**src/rtl/interrupt_sequencer.sv**
```systemverilog
// interrupt_sequencer: turns an external interrupt request into the pipeline entry
// micro-sequence (freeze, drain, push PC/CCR, fetch vector, load PC) and tracks ISR
// residency until RTI retires. Non-nesting, one request can be held pending.
// Optional feature macro: INT_CCR_PUSH_EN (defined: CCR is pushed after the PC halves).
module interrupt_sequencer #(
  parameter logic [11:0] VECTOR_ADDR  = 12'h000,
  parameter int unsigned DRAIN_CYCLES = 3
) (
  input  logic        clk,
  input  logic        rst,
  input  logic        int_req,
  input  logic        stall_in,
  input  logic [31:0] pc_in,
  input  logic [2:0]  ccr_in,
  input  logic        rti_done,
  input  logic [15:0] vec_data,
  output logic        freeze_out,
  output logic        push_valid,
  output logic [15:0] push_data,
  output logic [1:0]  push_sel,
  output logic        vec_rd,
  output logic [11:0] vec_addr,
  output logic        pc_load,
  output logic [31:0] pc_load_addr,
  output logic        int_ack,
  output logic        int_active
);

  typedef enum logic [3:0] {
    StIdle,
    StDrain,
    StPushLo,
    StPushHi,
    StPushCcr,
    StVecLo,
    StVecHi,
    StVecWait,
    StJump,
    StInIsr
  } state_e;

  state_e      state;
  logic        pending;
  logic [31:0] saved_pc;
  logic [31:0] vec;
  logic [3:0]  drain_cnt;

`ifdef INT_CCR_PUSH_EN
  logic [2:0]  saved_ccr;
`else
  logic        unused_ccr;
  assign unused_ccr = ^ccr_in;
`endif

  // The vector register is a flop, so the jump target is a registered output.
  assign pc_load_addr = vec;

  // Sequencer: every output is registered, so each branch sets the values for the
  // state it is about to enter.
  always_ff @(posedge clk) begin
    if (rst) begin
      state      <= StIdle;
      pending    <= 1'b0;
      saved_pc   <= '0;
      vec        <= '0;
      drain_cnt  <= '0;
`ifdef INT_CCR_PUSH_EN
      saved_ccr  <= '0;
`endif
      freeze_out <= 1'b0;
      push_valid <= 1'b0;
      push_data  <= '0;
      push_sel   <= '0;
      vec_rd     <= 1'b0;
      vec_addr   <= '0;
      pc_load    <= 1'b0;
      int_ack    <= 1'b0;
      int_active <= 1'b0;
    end else begin
      freeze_out <= 1'b0;
      push_valid <= 1'b0;
      push_data  <= '0;
      push_sel   <= '0;
      vec_rd     <= 1'b0;
      vec_addr   <= '0;
      pc_load    <= 1'b0;
      int_ack    <= 1'b0;
      int_active <= 1'b0;
      if (int_req) pending <= 1'b1;

      unique case (state)
        StIdle: begin
          if (pending && !stall_in) begin
            // A fresh request on the accepting edge stays pending.
            pending    <= int_req;
            saved_pc   <= pc_in;
`ifdef INT_CCR_PUSH_EN
            saved_ccr  <= ccr_in;
`endif
            drain_cnt  <= 4'(DRAIN_CYCLES);
            freeze_out <= 1'b1;
            state      <= StDrain;
          end
        end
        StDrain: begin
          freeze_out <= 1'b1;
          drain_cnt  <= drain_cnt - 4'd1;
          if (drain_cnt <= 4'd1) begin
            push_valid <= 1'b1;
            push_sel   <= 2'd0;
            push_data  <= saved_pc[15:0];
            state      <= StPushLo;
          end
        end
        StPushLo: begin
          freeze_out <= 1'b1;
          push_valid <= 1'b1;
          push_sel   <= 2'd1;
          push_data  <= saved_pc[31:16];
          state      <= StPushHi;
        end
        StPushHi: begin
          freeze_out <= 1'b1;
`ifdef INT_CCR_PUSH_EN
          push_valid <= 1'b1;
          push_sel   <= 2'd2;
          push_data  <= {13'b0, saved_ccr};
          state      <= StPushCcr;
`else
          vec_rd     <= 1'b1;
          vec_addr   <= VECTOR_ADDR;
          state      <= StVecLo;
`endif
        end
`ifdef INT_CCR_PUSH_EN
        StPushCcr: begin
          freeze_out <= 1'b1;
          vec_rd     <= 1'b1;
          vec_addr   <= VECTOR_ADDR;
          state      <= StVecLo;
        end
`endif
        StVecLo: begin
          freeze_out <= 1'b1;
          vec_rd     <= 1'b1;
          vec_addr   <= VECTOR_ADDR + 12'd1;
          state      <= StVecHi;
        end
        StVecHi: begin
          freeze_out <= 1'b1;
          vec[15:0]  <= vec_data;
          state      <= StVecWait;
        end
        StVecWait: begin
          freeze_out <= 1'b1;
          vec[31:16] <= vec_data;
          pc_load    <= 1'b1;
          int_ack    <= 1'b1;
          state      <= StJump;
        end
        StJump: begin
          int_active <= 1'b1;
          state      <= StInIsr;
        end
        StInIsr: begin
          if (rti_done) state <= StIdle;
          else          int_active <= 1'b1;
        end
        default: state <= StIdle;
      endcase
    end
  end

endmodule

```
**config.mk**
```make
export PLATFORM = sky130hd
export DESIGN_NAME = interrupt_sequencer
export DESIGN_NICKNAME = d
export VERILOG_FILES = /design/src/rtl/interrupt_sequencer.sv
export SDC_FILE = /design/constraint.sdc
export NUM_CORES = 1
export LEC_CHECK = 0
export BUFFER_PORTS_ARGS = -buffer_cell sky130_fd_sc_hd__buf_2
export CORE_MARGIN = 1.5
export CORE_UTILIZATION = 54
export DETAILED_ROUTE_END_ITERATION = 8
export PLACE_DENSITY = 0.87
export SYNTH_ARGS = -nofsm -noshare
export SYNTH_HDL_FRONTEND = slang
export SYNTH_SLANG_ARGS = --single-unit
```
**constraint.sdc**
```tcl
create_clock -name clk -period 2.9 [get_ports clk]
set_input_delay 0.145 -clock clk [delete_from_list [all_inputs] [get_ports clk]]
set_output_delay 0.145 -clock clk [all_outputs]
set_load 0.01 [all_outputs]
```
==> impl_metrics.tcl, run 1 <==
set metrics [dict create \
    die_y_um 86.8 \
    setup_violations 0 \
    clock-skew-final_ps 10.5 \
    die_width_um 86.8 \
    clockBufferDepth 2 \
    wl_per_cell_um 14.3 \
    design.core.area_um2 6790 \
    hold_path_class "primary input to flip-flop" \
    cts_sinks 96 \
    worst-path-buf-inv 1 \
    finalWorstSetupSlack_ps 877 \
    gp_congestion 0.781 \
    io_buffers 108 \
    dr_total_vias 3503 \
    cts_root_buf "clkbuf_8" \
    cp-end-kind "flip-flop" \
    final_nets 599 \
    cts_htree_levels 3 \
    netlist_area_um2 3790 \
    peakVddDrop_mv 0.350 \
    ant_nets 0 \
    grt_pass1_wl_um 14900 \
    place_ws_ps 915 \
    worstPathRequired_ps 3140 \
    layout_common_cells "buf_2, dfxtp_1, a21oi_1" \
    fin_tns_setup_ps 0 \
    critical_path_class "flip-flop to flip-flop" \
    grt_max_degree 48 \
    cp_slowest_cell "or4_1" \
    fillCellCount 559 \
    layout-drive-gt1-share 0.266 \
    synth_area_leader_cell "dfxtp_1" \
    cts_inserted_buffers 9 \
    ys.flop_type "dfxtp_1" \
    dr.pass1.iters 6 \
    fmax_mhz 494 \
    fin_crit_ps 2020 \
    area_growth_syn_to_layout_pct 18.9 \
    netlist_instances 454 \
    min_period_over_period 0.698 \
    overflow 0 \
    synth_area_leaders "dfxtp_1, a21oi_1, nand2_1" \
    tritoncts "built" \
    critPathTopFamily "simple AND/OR/NAND/NOR gates" \
    power_density_nw_per_um2 572 \
    leakagePower_uw 0.00181 \
    row_count 30 \
    outcome "complete, no violations" \
    mostFrequentLayoutCell "buf_2" \
    cp_max_fo 21 \
    max_slew.worst_pin.slew_ps 901 \
    hold_viol 0 \
    clock_latency_ps 370 \
    dieArea_um2 7540 \
    drt_wl_total_um 9210 \
    worstPathArrival_ps 2260 \
    antenna_found_initial 0 \
    rsz0062_at_grt "false" \
    ys_types 43 \
    avgSynthCellArea_um2 8.36 \
    clkTransAtPathRegs_ps 100 \
    maxCapViolations 0 \
    first_global_vias 3211 \
    start_util 0.558 \
    maxSlewViolCount 0 \
    yosysTopAreaCellShare 0.507 \
    critical_path.startpoint_type "flip-flop" \
    synth_edf_count 0 \
    cp_slowest_stage_delay_ps 810 \
    drtIter0Drc 243 \
    relSlewSlack 0.396 \
    worstPathCellList "or4_1 > buf_4 > o21ai_0 > a21oi_1" \
    pin_count 124 \
    yosysSeqAreaShare 0.507 \
    grt_usage 0.252 \
    ys_ff_latch 96 \
    routed_via_density 5.46 \
    diodes 0 \
    dp_hpwl_um 5990 \
    ys.warnings.count 0 \
    route.detailed.drc 0 \
    ys_async_sr_fraction 0 \
]
## timing repair
| action | in CTS | in global routing |
|---|---|---|
| gates resized for setup | 0 | 0 |
| hold buffers | 1 | 0 |
| setup buffers | 0 | 0 |
| endpoints found under the hold margin | 1 | 0 |
## synth_stat cells, types with 2 or more instances
library cell / number
nor2_1: 7
xnor2_1: 2
nor2b_1: 2
nand3_1: 32
buf_2: 11
clkbuf_2: 3
dfxtp_1: 96
or2_2: 2
buf_4: 13
buf_6: 2
clkbuf_1: 26
ha_1: 2
nand2b_1: 3
nand4_1: 16
o21ai_0: 36
inv_1: 4
nand2_1: 82
nor4b_1: 2
a21oi_1: 88
and4b_1: 2
## cells by family (layout without fill, tap and decap cells)
kind of cell,Yosys count,count (layout),synth area share
AOI/OAI and AO/OA,133,133,0.185
xor gates and xnor gates,2,2,0.00462
adders and majority gates,2,2,0.00660
buffers and inverters,60,141,0.0808
DFF,96,96,0.507
muxes,1,1,0.00297
other,1,12,0.000988
and+or+nand+nor,159,159,0.213
## path summary, 6_finish.rpt
path                start               end  slack (ps)  depth (start not counted)
max              state[3]       saved_pc[7]         880                          4
min          vec_data[11]  pc_load_addr[11]           7                          3
max reg2reg      state[3]       saved_pc[7]         880                          4
min reg2reg  saved_pc[24]      push_data[8]         460                          2
## flip-flops by register name, indices dropped and copies added, names as in the netlist
name          cells
int_active        1
saved_pc         32
pending           1
push_sel          1
freeze_out        1
pc_load_addr     32
push_data        16
push_valid        1
int_ack           1
vec_addr          1
vec_rd            1
drain_cnt         4
state             4
## routing by layer
metal | GRT usage | up-vias | part of all wire
met5 | 0 | - | 0
met4 | 0.0718 | 0 | 0.0094
met3 | 0.0686 | 6 | 0.074
met2 | 0.416 | 156 | 0.49
met1 | 0.324 | 1626 | 0.42
li1 | - | 1715 | -
## per-stage QoR
| step | hold WS, ps | area [µm²] | util | power [µW] | instances |
|---|---|---|---|---|---|
| after floorplan | 247 | 3830 | - | 1630 | 465 |
| after global placement | 384 | 4310 | 0.634 | 1710 | 625 |
| final | 6.96 | 4510 | 0.664 | 2580 | 642 |
| after CTS | 5.29 | 4510 | 0.664 | 2580 | 642 |
| after detailed placement | 391 | 4310 | 0.634 | 1720 | 625 |
| after global routing | 12.4 | 4510 | 0.664 | 2680 | 642 |
## tightest hold or removal path: stages
cell and delay, ps:
buf_2 100, nand2_1 50, a21oi_1 50
## cell type report
| class | instances | area [µm²] | share of cell area |
|---|---|---|---|
| sequential | 96 | 1920 | 0.426 |
| tap | 96 | 120 | 0.0266 |
| multi-input combinational | 309 | 1620 | 0.359 |
| inverter | 4 | 15.0 | 0.00333 |
| clock buffer | 10 | 128 | 0.0283 |
| timing repair buffer | 121 | 641 | 0.142 |
| clock inverter | 6 | 66.3 | 0.0147 |
## where the power goes
group | switching [µW] | internal, µW
clock network | 479 | 404
registers | 20.1 | 1350
logic | 214 | 108
No activity file was read; power rests on OpenSTA's default activity.
==> run 2, diff against run 1 <==
--- a/config.mk
+++ b/config.mk
@@ -7,9 +7,9 @@
 export LEC_CHECK = 0
 export BUFFER_PORTS_ARGS = -buffer_cell sky130_fd_sc_hd__buf_2
 export CORE_MARGIN = 1.5
-export CORE_UTILIZATION = 54
+export CORE_UTILIZATION = 45
 export DETAILED_ROUTE_END_ITERATION = 8
-export PLACE_DENSITY = 0.87
+export PLACE_DENSITY = 0.78
 export SYNTH_ARGS = -nofsm -noshare
 export SYNTH_HDL_FRONTEND = slang
 export SYNTH_SLANG_ARGS = --single-unit
==> constraint.sdc (replaced) <==
create_clock -name clk -period 1.7 [get_ports clk]
set_input_delay 0.085 -clock clk [delete_from_list [all_inputs] [get_ports clk]]
set_output_delay 0.085 -clock clk [all_outputs]
set_load 0.01 [all_outputs]
==> run 2 against run 1 <==
Compared with the run above:
- first-iteration DRC count decreased by 19%
- non-clock buffer count up 64
- global-route usage decreased by 2.3 points
- die area rose by 19%
- clock skew increased by 3.5 ps
- worst hold slack improved by 13 ps
- critical endpoint is now drain_cnt[2]
- largest power group unchanged
- highest routed layer unchanged
==> impl_metrics.tcl, run 2 (same netlist as run 1, synthesis figures left out) <==
set metrics [dict create \
    outcome "complete, no violations" \
    sequentialPowerShare 0.506 \
    worst_hold_slack_ps 19.8 \
    drtIter0Drc 198 \
    pwr-share-clk 0.345 \
    p_int_uw 3350 \
    cp_max_fo 5 \
    dr_total_vias 3866 \
    route.detailed.drc 0 \
    routed_via_density 5.41 \
    wl_per_cell_um 14.3 \
    clock_latency_ps 370 \
    setup_violations 0 \
    die_y_um 94.8 \
    layout_common_cells "buf_2, dfxtp_1, a21oi_1" \
    layout-drive-gt1-share 0.266 \
    rsz0062_at_grt "false" \
    grt_max_degree 58 \
    seqCellArea_um2 1920 \
    gp_congestion 0.881 \
    hold_viol 0 \
    p_sw_uw 1300 \
    critical_path_class "flip-flop to flip-flop" \
    power_density_nw_per_um2 898 \
    pin_count 124 \
    worstPathArrival_ps 1890 \
    place_ws_ps 102 \
    clockBufferDepth 2 \
    cts_root_buf "clkbuf_8" \
    maxSlewViolCount 0 \
    place_area_um2 4450 \
    dp_hpwl_um 6340 \
    grt_usage 0.229 \
    worstPathRequired_ps 1990 \
    cts_sinks 96 \
    fillCellCount 685 \
    relSlewSlack 0.615 \
    hold_path_class "primary input to flip-flop" \
    peakVddDrop_mv 0.570 \
    max_slew.worst_pin.slew_ps 578 \
    overflow 0 \
    final_nets 663 \
    critical_path.startpoint_type "flip-flop" \
    fin_crit_ps 1610 \
    power_uw 4650 \
    antenna_found_initial 0 \
    cts_inserted_buffers 9 \
    tritoncts "built" \
    row_count 33 \
    p_sw_frac 0.280 \
    start_util 0.464 \
    grt_pass1_wl_um 16200 \
    dr.pass1.iters 5 \
    diodes 0 \
    clock-skew-final_ps 14.0 \
    cts_setup_buffers 0 \
    io_buffers 108 \
    maxCapViolations 0 \
    area_growth_syn_to_layout_pct 36.5 \
    first_global_vias 3587 \
    mostFrequentLayoutCell "buf_2" \
    drt_wl_total_um 10200 \
    leakagePower_uw 0.00210 \
    clkTransAtPathRegs_ps 110 \
    min_period_over_period 0.946 \
    dieArea_um2 8990 \
    combPwrFrac 0.150 \
    cp-end-kind "flip-flop" \
    fmax_mhz 622 \
    finalWorstSetupSlack_ps 91.4 \
    fin_tns_setup_ps 0 \
    die_width_um 94.8 \
    cts_htree_levels 3 \
    ant_nets 0 \
    multi_input_area_um2 1620 \
    design.core.area_um2 8180 \
    design_area_um2 5180 \
]
run 2: cell count changes in the layout (fill, tap and decap cells not counted), sizes merged:
| cell | delta |
|---|---|
| clkinv | -2 |
| inv | +3 |
| dlygate4sd3 | +49 |
| buf | +15 |
| clkbuf | -1 |
run 2: critical path: stages, from the launching register on:
cell	delay [ps]
dfxtp_1	370
or4b_4	580
or3_1	350
a221oi_2	240
run 2: final timing paths:
check	end	depth (start not counted)	start	slack, ps
max	drain_cnt[2]	3	state[1]	90
min	saved_pc[21]	3	pc_in[21]	20
min reg2reg	pc_load_addr[29]	2	pc_load_addr[29]	460
max reg2reg	drain_cnt[2]	3	state[1]	90
run 2: cell type report:
type,count,area share
clock buffer,9,0.0239
clock inverter,7,0.0184
inverter,4,0.00290
multi-input combinational,309,0.313
sequential,96,0.371
tap,105,0.0254
timing repair buffer,185,0.245
run 2: stage by stage:
step,utilization,instances
finish,0.633,715
global route,0.633,715
CTS,0.633,715
detailed placement,0.545,649
global placement,0.545,649
floorplan,-,465
run 2: routing by layer:
metal  wire (µm)  track usage
met5           0            0
met4         450        0.159
met3         724       0.0395
met2        4880        0.362
met1        4140        0.282
run 2: repair_timing:
item	in CTS	in global routing
gates resized for setup	0	1
hold buffers	50	0
endpoints found under the setup margin	0	11
endpoints found under the hold margin	66	0
run 2: power groups by stage:
stage | logic (µW) | registers [µW] | clock network, µW
floorplan | 385 | 2390 | 0
global placement | 569 | 2400 | 0
detailed placement | 586 | 2400 | 0
CTS | 679 | 2350 | 1650
global route | 756 | 2360 | 1730
finish | 695 | 2350 | 1600
